===== src/rtl/cpu_types_pkg.sv =====
// Shared CPU types: machine word plus the memory arbiter's state and
// operation encodings.
package cpu_types_pkg;

  typedef logic [31:0] word_t;

  // Arbiter FSM: idle, serving the data requester, serving the fetch requester.
  typedef enum logic [1:0] {
    IDLE  = 2'd0,
    DSERV = 2'd1,
    ISERV = 2'd2
  } arb_state_t;

  // Operation latched at a data grant; fetches are always reads.
  typedef enum logic {
    ARB_READ  = 1'b0,
    ARB_WRITE = 1'b1
  } arb_op_t;

  // Watchdog width, enough for a 255-cycle access limit.
  localparam int unsigned ARB_WDOG_W = 8;

  // Bits needed to hold a streak count in 0..max_streak.
  function automatic int unsigned streak_width(input int unsigned max_streak);
    return (max_streak < 1) ? 1 : $clog2(max_streak + 1);
  endfunction

endpackage


===== src/rtl/arb_watchdog.sv =====
// Cycle counter with synchronous clear and count enable. tc_o is high while
// the count equals TERMINAL; the counter holds there until cleared.
module arb_watchdog #(
  parameter int unsigned WIDTH    = 8,
  parameter int unsigned TERMINAL = 254
) (
  input  logic CLK,
  input  logic nRST,
  input  logic clr_i,
  input  logic en_i,
  output logic tc_o
);

  logic [WIDTH-1:0] count_q;

  // Count enabled cycles; clear has priority, saturate at the terminal value.
  // NOTE: sequential state uses non-blocking assignments so every flop
  // samples values from before the clock edge.
  always_ff @(posedge CLK, negedge nRST) begin
    if (!nRST) begin
      count_q <= '0;
    end else if (clr_i) begin
      count_q <= '0;
    end else if (en_i && !tc_o) begin
      count_q <= count_q + 1'b1;
    end
  end

  assign tc_o = (count_q == WIDTH'(TERMINAL));

endmodule


===== src/rtl/mem_arbiter.sv =====
// Shares one single-ported RAM between instruction fetch and the MEM stage.
// Data wins contention, but after MAX_DSTREAK consecutive data grants made
// while a fetch waits, the fetch gets the next grant. The granted address and
// store data are latched so the RAM side stays stable for the whole access.
// A watchdog ends any access that waits TIMEOUT cycles for ramready.
module mem_arbiter
  import cpu_types_pkg::*;
#(
  parameter int unsigned MAX_DSTREAK = 4,
  parameter int unsigned TIMEOUT     = 255
) (
  input  logic        CLK,
  input  logic        nRST,
  // instruction requester
  input  logic        iREN,
  input  logic [31:0] iaddr,
  output logic        ihit,
  output logic [31:0] iload,
  // data requester
  input  logic        dREN,
  input  logic        dWEN,
  input  logic [31:0] daddr,
  input  logic [31:0] dstore,
  output logic        dhit,
  output logic [31:0] dload,
  // RAM side
  output logic        ramREN,
  output logic        ramWEN,
  output logic [31:0] ramaddr,
  output logic [31:0] ramstore,
  input  logic [31:0] ramload,
  input  logic        ramready,
  // status
  output logic        err
);

  localparam int unsigned    SW         = streak_width(MAX_DSTREAK);
  localparam logic [SW-1:0]  STREAK_MAX = SW'(MAX_DSTREAK);

  arb_state_t    state_q;
  arb_op_t       op_q;
  logic [SW-1:0] dstreak_q;
  logic          ramren_q;
  logic          ramwen_q;
  word_t         ramaddr_q;
  word_t         ramstore_q;
  logic          ihit_q;
  logic          dhit_q;
  word_t         iload_q;
  word_t         dload_q;
  logic          err_q;

  logic d_req;
  logic in_idle;
  logic hit_out;
  logic streak_full;
  logic grant_d;
  logic grant_i;
  logic req_held;
  logic svc_abort;
  logic svc_done;
  logic svc_tmo;
  logic svc_exit;
  logic wdog_clr;
  logic wdog_tc;

  // ---------------------------------------------------------------------------
  // Grant decision, made only in IDLE. The cycle that carries a hit pulse is a
  // forced bubble: the requester just completed and its request line is still
  // up, so granting there would replay the same access.
  // ---------------------------------------------------------------------------
  assign d_req       = dREN | dWEN;
  assign in_idle     = (state_q == IDLE);
  assign hit_out     = ihit_q | dhit_q;
  assign streak_full = iREN && (dstreak_q == STREAK_MAX);
  assign grant_d     = in_idle && !hit_out && d_req && !streak_full;
  assign grant_i     = in_idle && !hit_out && iREN && !grant_d;

  // Whether the requester owning the current access still holds its request.
  // NOTE: the default assignment comes first so every path drives req_held;
  // a branch that skipped it would infer a latch.
  always_comb begin
    req_held = 1'b0;
    case (state_q)
      DSERV:   req_held = d_req;
      ISERV:   req_held = iREN;
      default: req_held = 1'b0;
    endcase
  end

  // Ways out of a service state. A dropped request (pipeline flush) wins over
  // a same-cycle ramready, and the RAM result is then discarded.
  assign svc_abort = !in_idle && !req_held;
  assign svc_done  = !in_idle && req_held && ramready;
  assign svc_tmo   = !in_idle && req_held && !ramready && wdog_tc;
  assign svc_exit  = svc_abort | svc_done | svc_tmo;

  // The watchdog sits at zero in IDLE and is cleared on the exit edge too, so
  // it restarts from zero on every state change.
  assign wdog_clr = in_idle | svc_exit;

  arb_watchdog #(
    .WIDTH    (ARB_WDOG_W),
    .TERMINAL (TIMEOUT - 1)
  ) u_wdog (
    .CLK   (CLK),
    .nRST  (nRST),
    .clr_i (wdog_clr),
    .en_i  (!in_idle),
    .tc_o  (wdog_tc)
  );

  // ---------------------------------------------------------------------------
  // Arbiter FSM with registered RAM enables, latched address/data, hit pulses
  // and load registers. Every register is reset because the whole output set
  // must read zero while nRST is low.
  // ---------------------------------------------------------------------------
  always_ff @(posedge CLK, negedge nRST) begin
    if (!nRST) begin
      state_q    <= IDLE;
      op_q       <= ARB_READ;
      dstreak_q  <= '0;
      ramren_q   <= 1'b0;
      ramwen_q   <= 1'b0;
      ramaddr_q  <= '0;
      ramstore_q <= '0;
      ihit_q     <= 1'b0;
      dhit_q     <= 1'b0;
      iload_q    <= '0;
      dload_q    <= '0;
      err_q      <= 1'b0;
    end else begin
      // hits are single-cycle pulses
      ihit_q <= 1'b0;
      dhit_q <= 1'b0;

      case (state_q)
        IDLE: begin
          if (grant_d) begin
            state_q    <= DSERV;
            ramaddr_q  <= daddr;
            ramstore_q <= dstore;
            // read+write together is illegal: perform the write, flag it
            op_q       <= dWEN ? ARB_WRITE : ARB_READ;
            ramwen_q   <= dWEN;
            ramren_q   <= !dWEN;
            if (dREN && dWEN) begin
              err_q <= 1'b1;
            end
            // only grants that make a fetch wait count toward the streak
            if (iREN && (dstreak_q < STREAK_MAX)) begin
              dstreak_q <= dstreak_q + 1'b1;
            end
          end else if (grant_i) begin
            state_q   <= ISERV;
            ramaddr_q <= iaddr;
            op_q      <= ARB_READ;
            ramren_q  <= 1'b1;
            ramwen_q  <= 1'b0;
            dstreak_q <= '0;
          end
        end

        DSERV, ISERV: begin
          if (svc_exit) begin
            state_q  <= IDLE;
            ramren_q <= 1'b0;
            ramwen_q <= 1'b0;
          end
          if (svc_done) begin
            if (state_q == DSERV) begin
              dhit_q <= 1'b1;
              // a write completes with dload left untouched
              if (op_q == ARB_READ) begin
                dload_q <= ramload;
              end
            end else begin
              ihit_q  <= 1'b1;
              iload_q <= ramload;
            end
          end
          if (svc_tmo) begin
            err_q <= 1'b1;
          end
        end

        default: begin
          state_q  <= IDLE;
          ramren_q <= 1'b0;
          ramwen_q <= 1'b0;
        end
      endcase
    end
  end

  assign ihit     = ihit_q;
  assign iload    = iload_q;
  assign dhit     = dhit_q;
  assign dload    = dload_q;
  assign ramREN   = ramren_q;
  assign ramWEN   = ramwen_q;
  assign ramaddr  = ramaddr_q;
  assign ramstore = ramstore_q;
  assign err      = err_q;

endmodule


===== config.mk =====
export PLATFORM = sky130hd
export DESIGN_NAME = mem_arbiter
export DESIGN_NICKNAME = d
export VERILOG_FILES = /design/src/rtl/cpu_types_pkg.sv /design/src/rtl/arb_watchdog.sv /design/src/rtl/mem_arbiter.sv
export SDC_FILE = /design/constraint.sdc
export NUM_CORES = 1
export LEC_CHECK = 0
export CAP_MARGIN = 20
export CELL_PAD_IN_SITES_DETAIL_PLACEMENT = 0
export CELL_PAD_IN_SITES_GLOBAL_PLACEMENT = 1
export CORE_UTILIZATION = 35
export CTS_CLUSTER_DIAMETER = 150
export DETAILED_ROUTE_END_ITERATION = 16
export GPL_TIMING_DRIVEN = 1
export PLACE_DENSITY_LB_ADDON = 0.1
export SKIP_CTS_REPAIR_TIMING = 1
export SLEW_MARGIN = 10
export SYNTH_ARGS = -nofsm -noshare
export SYNTH_HDL_FRONTEND = slang
export SYNTH_SLANG_ARGS = --single-unit
export TNS_END_PERCENT = 100

===== constraint.sdc =====
create_clock -name CLK -period 3.5 [get_ports CLK]
set_input_delay 0.35 -clock CLK [delete_from_list [all_inputs] [get_ports CLK]]
set_output_delay 0.35 -clock CLK [all_outputs]
set_load 0.02 [all_outputs]

==> summary by stage, run 1 <==
Critical path
The worst reg2reg path endpoint is dload[15]. For flop-to-flop paths, the worst setup slack is 1310 ps. On the worst path, the slowest cell contributes a delay of 430 ps.

The required time at the endpoint of the critical path is 3790 ps. The cell with the biggest individual delay on the critical path is sky130_fd_sc_hd__buf_4. The endpoint type of the worst setup path is a flip-flop. In this run the critical register-to-register path is launched from state_q[1]. The critical path class is flip-flop to flip-flop. The launch point of the critical path is state_q[1]. In this run the worst path has a maximum fanout of 32. The depth of the most critical reg-to-reg path is 7.

The critical path goes through inv_1 > ha_1 > o21a_2 > o211ai_4 > nor3_4 > buf_4 > mux2_2. Data on the critical path arrives at its endpoint at 2490 ps. STA classifies the critical path startpoint as a flip-flop.

STA
The achievable frequency is 456.4 MHz. The clock period could shrink to 2191 ps. The tightest hold path in the finished design has a slack of around 0.8 ps. The total of endpoints with negative setup slack in the final report is 0. The actual transition at the worst max-transition pin is 832.8 ps.

The worst path meets setup with 1309 ps of slack. The final period utilization is a little over three fifths. The hold violation total from the final report is 0. The number of pins with negative max-slew slack in the final report is 0. Clock skew on the completed layout was measured at 8.183 ps. The worst pin sits at a relative slew slack of 44.48%. Setup repair after global routing left no endpoint under its margin. For the final routed database, the setup TNS stands at 0 ps.

GRT
The leftover overflow at the end of global routing is 0. The via count of the first global-routing pass was around 4800. Entering global routing, the biggest net connects 97 pins. The first global-routing pass estimated 25410 um of wire.

The initial antenna violation count is 0. The overall track demand over capacity in global routing is 18.65%.

Drt
Detailed routing placed a total of 1499 um of wire on met3. In the routed design, unresolved DRC markers number 0. Summed over all layers, the routed wires come to 15890 um. The uppermost layer routed is met4. The routed via count is roughly 4600.

The length of routed met2 wiring is 7914 um. The detailed-route wire length on metal 1 is 6193 um. Using the TritonRoute via totals, the vias-per-cell ratio works out to 4.773. The first-pass iteration count of the detailed router is 4. The detail route stage leaves a number of antenna-violating nets equal to 0. The routed length per placed instance is 16.38 um.

The first-iteration detailed-routing DRC count is just over 200.

Floorplanning
The x dimension of the die is 132.9 um. From bottom edge to top edge, the die measures 132.9 um. The placeable core area is 16640 um2. Pin placement for this block handled 267 I/O pins. The total die area is 17670 um2. For this configuration, the core starts out at a cell density of 36.05%. Row generation in the floorplan step produced 47 rows.

Clock tree
The clock transition time at the flip-flop clock pins of the worst setup and hold paths is around 60 ps. The number of clock sinks is 147. The clock tree synthesis step divided the H-tree into 4 levels.

The root cell of the clock tree is sky130_fd_sc_hd__clkbuf_16. The longest clock path from root to sink contains 2 buffers. Buffers inserted during clock tree synthesis total 17. TritonCTS built the clock tree. The latest clock arrival within the worst-skew pair is 420 ps.

Final layout
In the final layout, the share of cells above drive strength 1 is 18.27%. The count of inserted antenna diode cells is 0. The net count reported at finish is between 800 and 900. Cells fill 56.86% of the core in the end. The design area is between 9000 and 10000 um2. The area growth from synthesis to layout is 57.73%.

Yosys
The number of nets in the synthesized netlist is ~610. By area the synthesized netlist is led by sky130_fd_sc_hd__dfrtp_1, sky130_fd_sc_hd__mux2_2, sky130_fd_sc_hd__nand2_1. The post-synthesis register bit count is 147. Summed over all instances, the cell type with the most area after synthesis is sky130_fd_sc_hd__dfrtp_1. The number of instances in the synthesized netlist is 470. For this run, the number of Yosys warnings is 0. The register area share after synthesis is around three fifths. After synthesis the cells add up to 6000 um2. The portion of synthesized cell area occupied by the leading cell type is 61.31%.

In this run the mean area of a mapped cell was 12.76 um2. Yosys mapped the design onto 38 distinct sky130hd cell types.

Place
The quantity of I/O buffers inserted on ports is 266. Routability-driven placement finished with a final weighted congestion of around 0.80. The placed instances occupy a cell area of 8865 um2.

Timing analysis after detailed placement gives a worst setup slack of ~1100 ps. The HPWL after detailed placement is 11280 um.

Power and ir drop
The analysis attributes to cell leakage a power of between 4 and 5 nW. Power spread over the standard cell area amounts to 898.1 nW/um2. The maximum VDD drop is 0.4212 mV.

Status
The flow ran to the end, and the final reports show no timing, DRC or antenna violations.

Job
The number of maximum-capacitance violations is 0.

Min path
The worst hold path belongs to the class input pin to async pin.
-- worst max-delay path: cells and delay by family (launching register included) --
kind            cells  cell delay, ps
fa+ha+maj           1             250
flops               1             380
mux                 1             390
simple gates        1             170
compound gates      2             320
buf+inv             2             520
-- cells in the mapped netlist (all sizes together) --
| library cell | n |
|---|---|
| o21ai | 4 |
| nand4 | 2 |
| nand2b | 1 |
| ha | 7 |
| mux2 | 97 |
| nor2 | 44 |
| nor3b | 2 |
| a211o | 1 |
| o22ai | 1 |
| o21a | 1 |
| xnor2 | 1 |
| clkbuf | 7 |
| buf | 16 |
| nand3b | 1 |
| a21o | 1 |
| and2 | 2 |
| and3 | 1 |
| or4 | 1 |
| inv | 7 |
| xor2 | 5 |
| dfrtp | 147 |
| nor3 | 4 |
| o21ba | 1 |
| a2bb2oi | 1 |
| nor4 | 1 |
| a21oi | 1 |
| o211ai | 1 |
| and4 | 1 |
| nand2 | 68 |
| mux2i | 1 |
| a22o | 2 |
| o41ai | 1 |
| nand3 | 7 |
| a31oi | 32 |
-- worst max path at each step --
stage | to | slack [ps] | depth (start not counted)
floorplan | iload[13] | 1580 | 7
global placement | iload[19] | 1150 | 6
detailed placement | dload[26] | 1110 | 6
CTS | dload[26] | 1290 | 7
global route | iload[23] | 1190 | 7
finish | dload[15] | 1310 | 7
-- registers in the layout, indices dropped and copies added (netlist names) --
register	flops
dhit	1
dload	32
dstreak_q	3
err	1
ihit	1
iload	32
op_q	1
ramREN	1
ramWEN	1
ramaddr	32
ramstore	32
state_q	2
u_wdog.count_q	8
-- area by class of cell --
| class | instances | area, um2 |
|---|---|---|
| timing repair buffer | 272 | 2734 |
| clock inverter | 12 | 155.1 |
| inverter | 7 | 26.28 |
| tap | 220 | 275.3 |
| clock buffer | 19 | 442.9 |
| multi-input combinational | 293 | 2151 |
| fill | 1349 | 7179 |
| sequential | 147 | 3679 |
-- through the flow --
| stage | instances | total power [W] |
|---|---|---|
| global placement | 939 | 0.006637 |
| floorplan | 470 | 0.004837 |
| CTS | 970 | 0.008611 |
| finish | 970 | 0.008499 |
| global route | 970 | 0.008987 |
| detailed placement | 939 | 0.006723 |
-- power breakdown --
part,leakage (nW),internal (W),switching (W)
clock,0.290,0.00114,0.000703
sequential,1.83,0.00239,0.000367
combinational,1.96,0.00194,0.00195
total,4.07,0.00548,0.00302
-- cell families after synthesis --
group / Yosys count / synth area share [%]
AO/OA/AOI/OAI: 47 / 5.381
XOR/XNOR: 6 / 0.8759
adder cells (fa/ha/maj): 7 / 1.460
buffers and inverters: 30 / 2.836
flip-flops: 147 / 61.31
multiplexers: 98 / 18.37
AND/OR/NAND/NOR: 135 / 9.760
-- layout by cell type, fill, tap and decap left out, drive strengths merged, types with 9 or more instances in the layout --
cell type      count
clkdlybuf4s50    265
dfrtp            147
mux2              97
nand2             68
nor2              44
a31oi             32
clkbuf            19
inv                9
-- layer usage --
metal	global-route usage [%]	up-vias
met4	7.216	0
met3	7.356	19
li1	-	2159
met2	31.41	193
met1	21.19	2259
met5	0	-
Note: power is estimated with default switching activity, not from simulation.
==> run 2, diff against run 1 <==
--- a/config.mk
+++ b/config.mk
@@ -8,7 +8,7 @@
 export CAP_MARGIN = 20
 export CELL_PAD_IN_SITES_DETAIL_PLACEMENT = 0
 export CELL_PAD_IN_SITES_GLOBAL_PLACEMENT = 1
-export CORE_UTILIZATION = 35
+export CORE_UTILIZATION = 29
 export CTS_CLUSTER_DIAMETER = 150
 export DETAILED_ROUTE_END_ITERATION = 16
 export GPL_TIMING_DRIVEN = 1
==> constraint.sdc (replaced) <==
create_clock -name CLK -period 1.84 [get_ports CLK]
set_input_delay 0.184 -clock CLK [delete_from_list [all_inputs] [get_ports CLK]]
set_output_delay 0.184 -clock CLK [all_outputs]
set_load 0.02 [all_outputs]
==> run 2 against run 1 <==
Compared with the run above: clock-buffer cell count decreased by 1; the flow now finishes with violations (negative setup slack); total power grew 100%; routed wire length increased by 16%; sequential power up 91%; first-iteration DRC count is 45% lower; register-to-register slack got worse by 1400 ps; critical endpoint is now iload[16]; final cell count is 9.1% higher; combinational power is 120% higher; cell area grew 8.0%; setup slack worse by 1400 ps.
==> summary by stage, run 2 (synthesized netlist as in run 1, its figures left out) <==
STA
The achievable frequency is 529.0 MHz (+16%). The final critical-path setup slack is -50.46 ps (-1359 ps). The setup skew after layout came to 8.795 ps (+0.6128 ps).

The headroom to the max-slew limit is 68.69% (+24 points). The worst hold slack is 289.7 ps (+288.9 ps). The accumulated negative setup slack is -1557 ps (-1557 ps). The actual transition at the worst max-transition pin was 469.7 ps (-363.2 ps). The final period utilization was 102.7% (+40 points).

The time the worst path needs with I/O delays and setup was 1890 ps (-300.7 ps). The total of endpoints with negative setup slack in the final report is 53 (+53). Setup repair after global routing could not meet its margin everywhere. The number of pins with negative max-slew slack in the final report is 0 (unchanged).

The hold violation total from the final report is 0 (unchanged).

Place
The final weighted congestion of routability-driven global placement is 0.7405 (-7.1%). The detailed placer's ending HPWL is 12200 um (+8.1%). The quantity of I/O buffers inserted on ports is 266 (unchanged).

Status
The run finished, with violations left. The checks that failed: negative setup slack.

Floorplanning
The x dimension of the die was 145.8 um (+9.7%). The total die area was 21270 um2 (+20%). The floorplan die height was 145.8 um (+9.7%). The row count was 52 (+11%). The number of I/O pins is 267 (unchanged). The placeable core area was 20230 um2 (+22%). The effective utilization at floorplan is 29.65% (-6.4 points).

Clock tree
TritonCTS built the clock tree. The clock transition time at the flip-flop clock pins of the worst setup and hold paths came to 70 ps (about the same). The number of CTS-inserted buffers came to 17 (unchanged). The latest clock arrival within the worst-skew pair is 420 ps (about the same).

The maximum buffer depth of the clock tree was 2 (unchanged). The root cell of the clock tree is sky130_fd_sc_hd__clkbuf_16. The number of H-tree levels is 4 (unchanged).

The number of clock sinks is 147 (unchanged).

Critical path
The startpoint type of the worst setup path is a flip-flop. STA classifies the critical path endpoint as a flip-flop. The depth of the most critical reg-to-reg path is 8 (+1). The critical path class is flip-flop to flip-flop. The maximum fanout along the worst path was 8 (-75%). The data arrival time of the critical path was 2190 ps (-300 ps). The worst reg-to-reg setup slack came to -50 ps (-1360 ps). The worst register-to-register path ends at iload[16].

The required time at the endpoint of the critical path came to 2140 ps (-1650 ps). The worst register-to-register path begins at state_q[1].

Final layout
The count of inserted antenna diode cells is 0 (unchanged). The number of inserted filler cells in the final layout came to 1790 (+33%). The final cell utilization of the core is 50.49% (-6.4 points). The area growth from synthesis to layout is 70.30%. The most common library cell in the layout ignoring fill and taps is sky130_fd_sc_hd__clkdlybuf4s50_1. The share of final-layout standard cells stronger than drive strength 1 is 24.62% (+6.4 points). The net count reported at finish was 916 (+4.2%).

In the layout the commonest cells are sky130_fd_sc_hd__clkdlybuf4s50_1, sky130_fd_sc_hd__dfrtp_1, sky130_fd_sc_hd__mux2_2.

GRT
The maximum number of pins on one net before global-route repair is 46 (-53%). The global-route wire length before repair came to 26810 um (+5.5%). The via count of the first global-routing pass is 5020 (+4.6%).

The overall track demand over capacity in global routing came to 16.17% (-2.5 points). The leftover overflow at the end of global routing is 0 (unchanged). The initial antenna violation count came to 0 (unchanged).

Power and ir drop
The maximum VDD drop is 0.7263 mV (+72%). The power after layout is 0.01711 W (+100%). The power density over the cells is 1675 nW/um2 (+86%). The static power due to leakage was 4.376 nW (+7.5%).

Drt
The first-pass iteration count of the detailed router is 6 (+2). The routed length per placed instance is 17.37 um (+6.0%). The residual antenna-violating net count after detailed routing is 0 (unchanged). The first-iteration detailed-routing DRC count is 112 (-45%). The DRC violation count after routing is 0 (unchanged). The post-detailed-route via-to-cell ratio is 4.588 (-3.9%). The routed via count came to 4854 (+4.8%). The total wire length is 18380 um (+16%).

Job
The number of maximum-capacitance violations came to 0 (unchanged).

Min path
The min-delay analysis places its worst path in the category input pin to async pin.
-- run 2: cell count changes in the layout (fill, tap and decap cells not counted), moves of 3 or more --
| cell | delta |
|---|---|
| sky130_fd_sc_hd__mux2_4 | +29 |
| sky130_fd_sc_hd__mux2_2 | -26 |
| sky130_fd_sc_hd__buf_4 | +11 |
| sky130_fd_sc_hd__buf_6 | +10 |
| sky130_fd_sc_hd__nor2_1 | -9 |
| sky130_fd_sc_hd__nor2_2 | +9 |
| sky130_fd_sc_hd__buf_12 | +7 |
| sky130_fd_sc_hd__clkbuf_16 | +6 |
| sky130_fd_sc_hd__ha_1 | -3 |
| sky130_fd_sc_hd__ha_4 | +3 |
| sky130_fd_sc_hd__inv_8 | +3 |
| sky130_fd_sc_hd__mux2_1 | -3 |
-- run 2: how the worst max path moves through the flow --
stage                          start   endpoint  depth (start not counted)
after global routing      state_q[0]  iload[23]                          8
after floorplan           state_q[0]  iload[13]                          7
after global placement          dREN  iload[28]                          6
final                     state_q[1]  iload[16]                          8
after CTS                 state_q[0]  iload[24]                          7
after detailed placement        dREN  iload[24]                          6
-- run 2: cell type report --
type	instances	area, um2	share of cell area [%]
tap	270	337.8	3.306
inverter	7	26.28	0.2572
clock inverter	14	143.9	1.408
timing repair buffer	309	3259	31.90
multi-input combinational	293	2342	22.92
clock buffer	18	429.2	4.200
sequential	147	3679	36.00
-- run 2: power breakdown --
part	switching, W	internal (W)
clock	0.00149	0.00191
combinational	0.00398	0.00445
sequential	0.000728	0.00455
-- run 2: critical path, cell delays in order (launching register included) --
cell	delay, ps
sky130_fd_sc_hd__dfrtp_1	400
sky130_fd_sc_hd__buf_6	130
sky130_fd_sc_hd__ha_4	140
sky130_fd_sc_hd__and2_4	140
sky130_fd_sc_hd__o211ai_4	260
sky130_fd_sc_hd__nor3b_4	70
sky130_fd_sc_hd__buf_6	150
sky130_fd_sc_hd__clkbuf_16	170
sky130_fd_sc_hd__mux2_4	300
-- run 2: metrics by stage --
step / std cells / cell area [um2] / setup slack, ps
floorplan: 470 / 6033 / -18.49
global placement: 1010 / 9194 / -139.7
detailed placement: 1010 / 9194 / -176.8
CTS: 1042 / 9767 / -68.11
global route: 1058 / 10220 / -107.5
finish: 1058 / 10220 / -50.46
-- run 2: per-layer routing --
metal  part of all wire, %  vias to the layer above  GRT usage (%)
met4                   1.7                        0          6.737
met2                    50                      163          26.65
li1                      -                     2240              -
met3                   7.5                       20          6.301
met5                     0                        -              0
met1                    40                     2431          18.74
==> edit 1: new RTL, flow settings as in run 2 <==
Set the package constant `ARB_WDOG_W` to 10 (it was 8).
--- a/src/rtl/cpu_types_pkg.sv
+++ b/src/rtl/cpu_types_pkg.sv
@@ -18,7 +18,7 @@
   } arb_op_t;
 
   // Watchdog width, enough for a 255-cycle access limit.
-  localparam int unsigned ARB_WDOG_W = 8;
+  localparam int unsigned ARB_WDOG_W = 10;
 
   // Bits needed to hold a streak count in 0..max_streak.
   function automatic int unsigned streak_width(input int unsigned max_streak);
Function: same outputs for any inputs over 4 cycles, from zero or initial values and one cycle with nRST low; that may be too few to reach the edited logic, so the function may still have changed.
==> edit 1 against run 2 <==
- the run still ends with setup timing left
- synthesized area rose by 5.0%
- sequential share of layout area fell by 1.1 points
- sequential cell count grew 2
- non-clock buffer count is 15 higher
- routed wire length up 1.9%
- synthesized cell count rose by 4.9%
- via count grew 2.1%
- die area is 5.0% higher
- cell area grew 4.7%
- clock skew is essentially flat
- setup slack lost 46 ps
- power grew 1.4%
- sequential power is essentially flat
==> edit 1: results (changes against run 2) <==
* Status: complete, but fails checks
* Failing checks: setup timing
* Place WS at -121.7 ps (+55.13 ps)
* P_seq at 0.00527 W (about the same)
* Met1 wire length at 8.076 mm (+8.6%)
* Reg2reg end: iload[6]
* DP Wirelength at 12.97 mm (+6.3%)
* Syn_nets at 634 (+3.8%)
* Fin nets at 951 (+3.8%)
* Hold slack at 229.7 ps (-60.08 ps)
* Synth area leaders: dfrtp_1 (59%), mux2_2 (11%), mux2_4 (7.1%), nand2_1 (4.6%), a31oi_1 (3.2%)
* Setup Total Neg Slack at -4511 ps (-2954 ps)
* Crit path DAT at 2240 ps (+50 ps)
* Fraction of met2 tracks used by global routing at 25.46% (-1.2 points)
* Finished Layout Cells at 1,097 (+3.7%)
* DR WL/cell at 17.07 um (-1.7%)
* Met3 routed WL at 1.400 mm (+1.4%)
* Peak supply drop at 0.5986 mV (-18%)
* Final worst slack at -96.61 ps (-46.15 ps)
* # setup viols final at 65 (+23%)
* Fraction of layout cells with a size suffix above 1 at 27.13% (+2.5 points)
* Placed inst area at 9623 um^2 (+4.7%)
* Vias in the first global route at 5,030 (+0.20%)
* Iter 0 DRT Violations at 142 (+27%)
* Leakage at 4.566 nW (+4.3%)
* Netlist cell types at 42 (+11%)
* Final Skew at 9.019 ps (+0.2239 ps)
* Switching Fraction at 35.73% (-0.49 points)
* Worst Max-Slew Pin Slew at 458.5 ps (-11.11 ps)
* Post-Synthesis Cells at 493 (+4.9%)
* Most frequent cells after synthesis: dfrtp_1 (149), nand2_1 (77), mux2_2 (63)
* CP max FO at 9 (+1)
* Reg power frac at 30.4% (-0.5 points)
* Met2 Routed Length at 9.014 mm (-2.6%)
* Met3 usage at 4.679% (-1.6 points)
* Via density per instance at 4.516 (-1.6%)
==> edit 1: cell count changes after synthesis, sizes merged, moves of 3 or more <==
cell	run 2	this run
nand2b	1	4
nand3	7	4
xnor2	1	5
nor2	44	47
nand2	68	77
==> edit 1: logic make-up (layout without fill, tap and decap cells) <==
kind of cell / Yosys count / count (layout) / synth area share, %
flip-flops: 149 / 149 / 59.17
AND/OR/NAND/NOR: 149 / 149 / 10.44
multiplexers: 96 / 96 / 18.94
AO/OA/AOI/OAI: 50 / 50 / 5.421
buffers and inverters: 34 / 363 / 3.515
XOR/XNOR: 8 / 8 / 1.112
adder cells (fa/ha/maj): 7 / 7 / 1.390
==> edit 1: area by class of cell <==
class                      count  area (um^2)
fill                        1866        10460
sequential                   149         3729
timing repair buffer         324         3388
multi-input combinational    310         2634
clock buffer                  17        425.4
tap                          275        344.1
clock inverter                14        142.6
inverter                       8        30.03
==> edit 2: new RTL, config.mk and constraints of run 2 <==
Without the edit above. The 3 states of `arb_state_t` get a one-hot encoding in 3 bits.
--- a/src/rtl/cpu_types_pkg.sv
+++ b/src/rtl/cpu_types_pkg.sv
@@ -5,10 +5,10 @@
   typedef logic [31:0] word_t;
 
   // Arbiter FSM: idle, serving the data requester, serving the fetch requester.
-  typedef enum logic [1:0] {
-    IDLE  = 2'd0,
-    DSERV = 2'd1,
-    ISERV = 2'd2
+  typedef enum logic [2:0] {
+    IDLE  = 3'b001,
+    DSERV = 3'b010,
+    ISERV = 3'b100
   } arb_state_t;
 
   // Operation latched at a data grant; fetches are always reads.
Behaviour: no difference found for any inputs over 4 cycles, from zero or initial values and one cycle with nRST low; so few cycles prove little.
==> edit 2 against run 2 <==
- via count fell by 9.8%
- sequential cell count grew 1
- synthesized cell count is 7.7% lower
- synthesized area hardly changed
- first-iteration DRC count fell by 18%
- routed wire length down 13%
- setup slack better by 150 ps
- power is 0.37% higher
- worst hold slack gained 5.0 ps
- sequential power up 4.9%
- fmax grew 8.3%
- cell area shrank 4.2%
- critical path type unchanged
- largest power group unchanged
==> edit 2: results (changes against run 2) <==
* Status: completed
* First-pass GRT wire length at 26.09 mm (-2.7%)
* Vias in the first global route at 4,661 (-7.2%)
* Place WS at -109.6 ps (+67.18 ps)
* DR pass1 iterations at 4 (-2)
* Total global routing track utilization at 15.82% (-0.35 points)
* Synth area leaders: dfrtp_1 (61%), mux2_2 (18%), mux2i_1 (5.3%), o21ai_0 (3.0%), nand2_1 (2.1%)
* Clk pin slew, worst setup/hold paths at 70 ps (about the same)
* Most frequent cells after synthesis: dfrtp_1 (147), mux2_2 (96), o21ai_0 (36)
* Tmin final at 1745 ps (-145.3 ps)
* Final Skew at 8.689 ps (-0.1061 ps)
* DP Wirelength at 11.87 mm (-2.7%)
* Synth Area per Inst at 13.83 um^2 (+8.4%)
* Worst flop-to-flop path startpoint: state_q[0]
* Non-clock buffers, area share at 29.75% (-2.2 points)
* Register area share after synthesis at 61.71% (+0.40 points)
* Inst Count DP at 969 (-4.1%)
* Clock-cell share at 6.532% (+0.92 points)
* # setup viols final at 0 (-100%)
* Slowest stage delay, CP at 570 ps (+170 ps)
* Ant. Diodes at 0 (unchanged)
* Sink Count at 148 (+0.68%)
* Gpl congestion at 0.7965 (+7.6%)
* Peak supply drop at 0.7589 mV (+4.5%)
* Top Family by Delay on Critical Path: flip-flops
* Fillers at 1,812 (+1.2%)
* Iter 0 DRT Violations at 92 (-18%)
* Clk_buf instances at 19 (+1)
* Worst Max-Slew Pin Slew at 560.8 ps (+91.14 ps)
* Via count at 4,379 (-9.8%)
* Nonclk buf count at 287 (-7.1%)
* CP max FO at 26 (+18)
* Fin nets at 857 (-6.4%)
* Non-clk invs at 8 (+1)
* Reg-to-reg slack, setup at 90 ps (+150 ps)
* Ys Warns at 0 (unchanged)
* Number of multi-input logic gates at 257 (-12%)
* Area of the multi-input gates at 2165 um^2 (-7.6%)
* Leakage at 4.140 nW (-5.4%)
* Hold slack at 294.7 ps (+4.955 ps)
* Syn_nets at 572 (-6.4%)
* DR WL/cell at 15.99 um (-8.0%)
* Fraction of layout cells with a size suffix above 1 at 21.31% (-3.3 points)
* Slowest-stage cell, CP: dfstp_2
* Via density per instance at 4.370 (-4.7%)
* Netlist cell types at 39 (+2.6%)
* Placed inst area at 9134 um^2 (-0.65%)
* Largest net degree at the start of global routing at 71 (+54%)
* Crit path DAT at 2030 ps (-160 ps)
* P&R area growth vs syn at 63.05%
* FF+latch area at 3705 um^2 (+0.71%)
## edit 2: cell types whose count changed after synthesis, moves of 4 or more
cell	change
o21ai_0	+32
buf_2	-4
mux2i_1	+31
nand2_1	-34
a31oi_1	-31
nor2_1	-31
## edit 2: where the power goes
part | switching [W] | internal [W] | total, W
clock | 0.00140 | 0.00233 | 0.00373
sequential | 0.000783 | 0.00475 | 0.00554
combinational | 0.00380 | 0.00411 | 0.00791
## edit 2: kinds of logic (layout without fill, tap and decap cells)
family,after synthesis,count (layout),synth area share [%]
AO/OA/AOI/OAI,48,48,4.648
XOR/XNOR,7,7,1.021
adder cells (fa/ha/maj),4,4,0.8337
buffers and inverters,29,327,2.751
flip-flops,148,148,61.71
multiplexers,129,129,23.53
AND/OR/NAND/NOR,69,69,5.502
## edit 2: metal layers
metal	global-route usage [%]	wire, um	share of wire, %
met4	4.895	150	0.94
met5	0	0	0
met3	5.705	1308	8.2
met2	25.33	7684	48
met1	19.90	6876	43
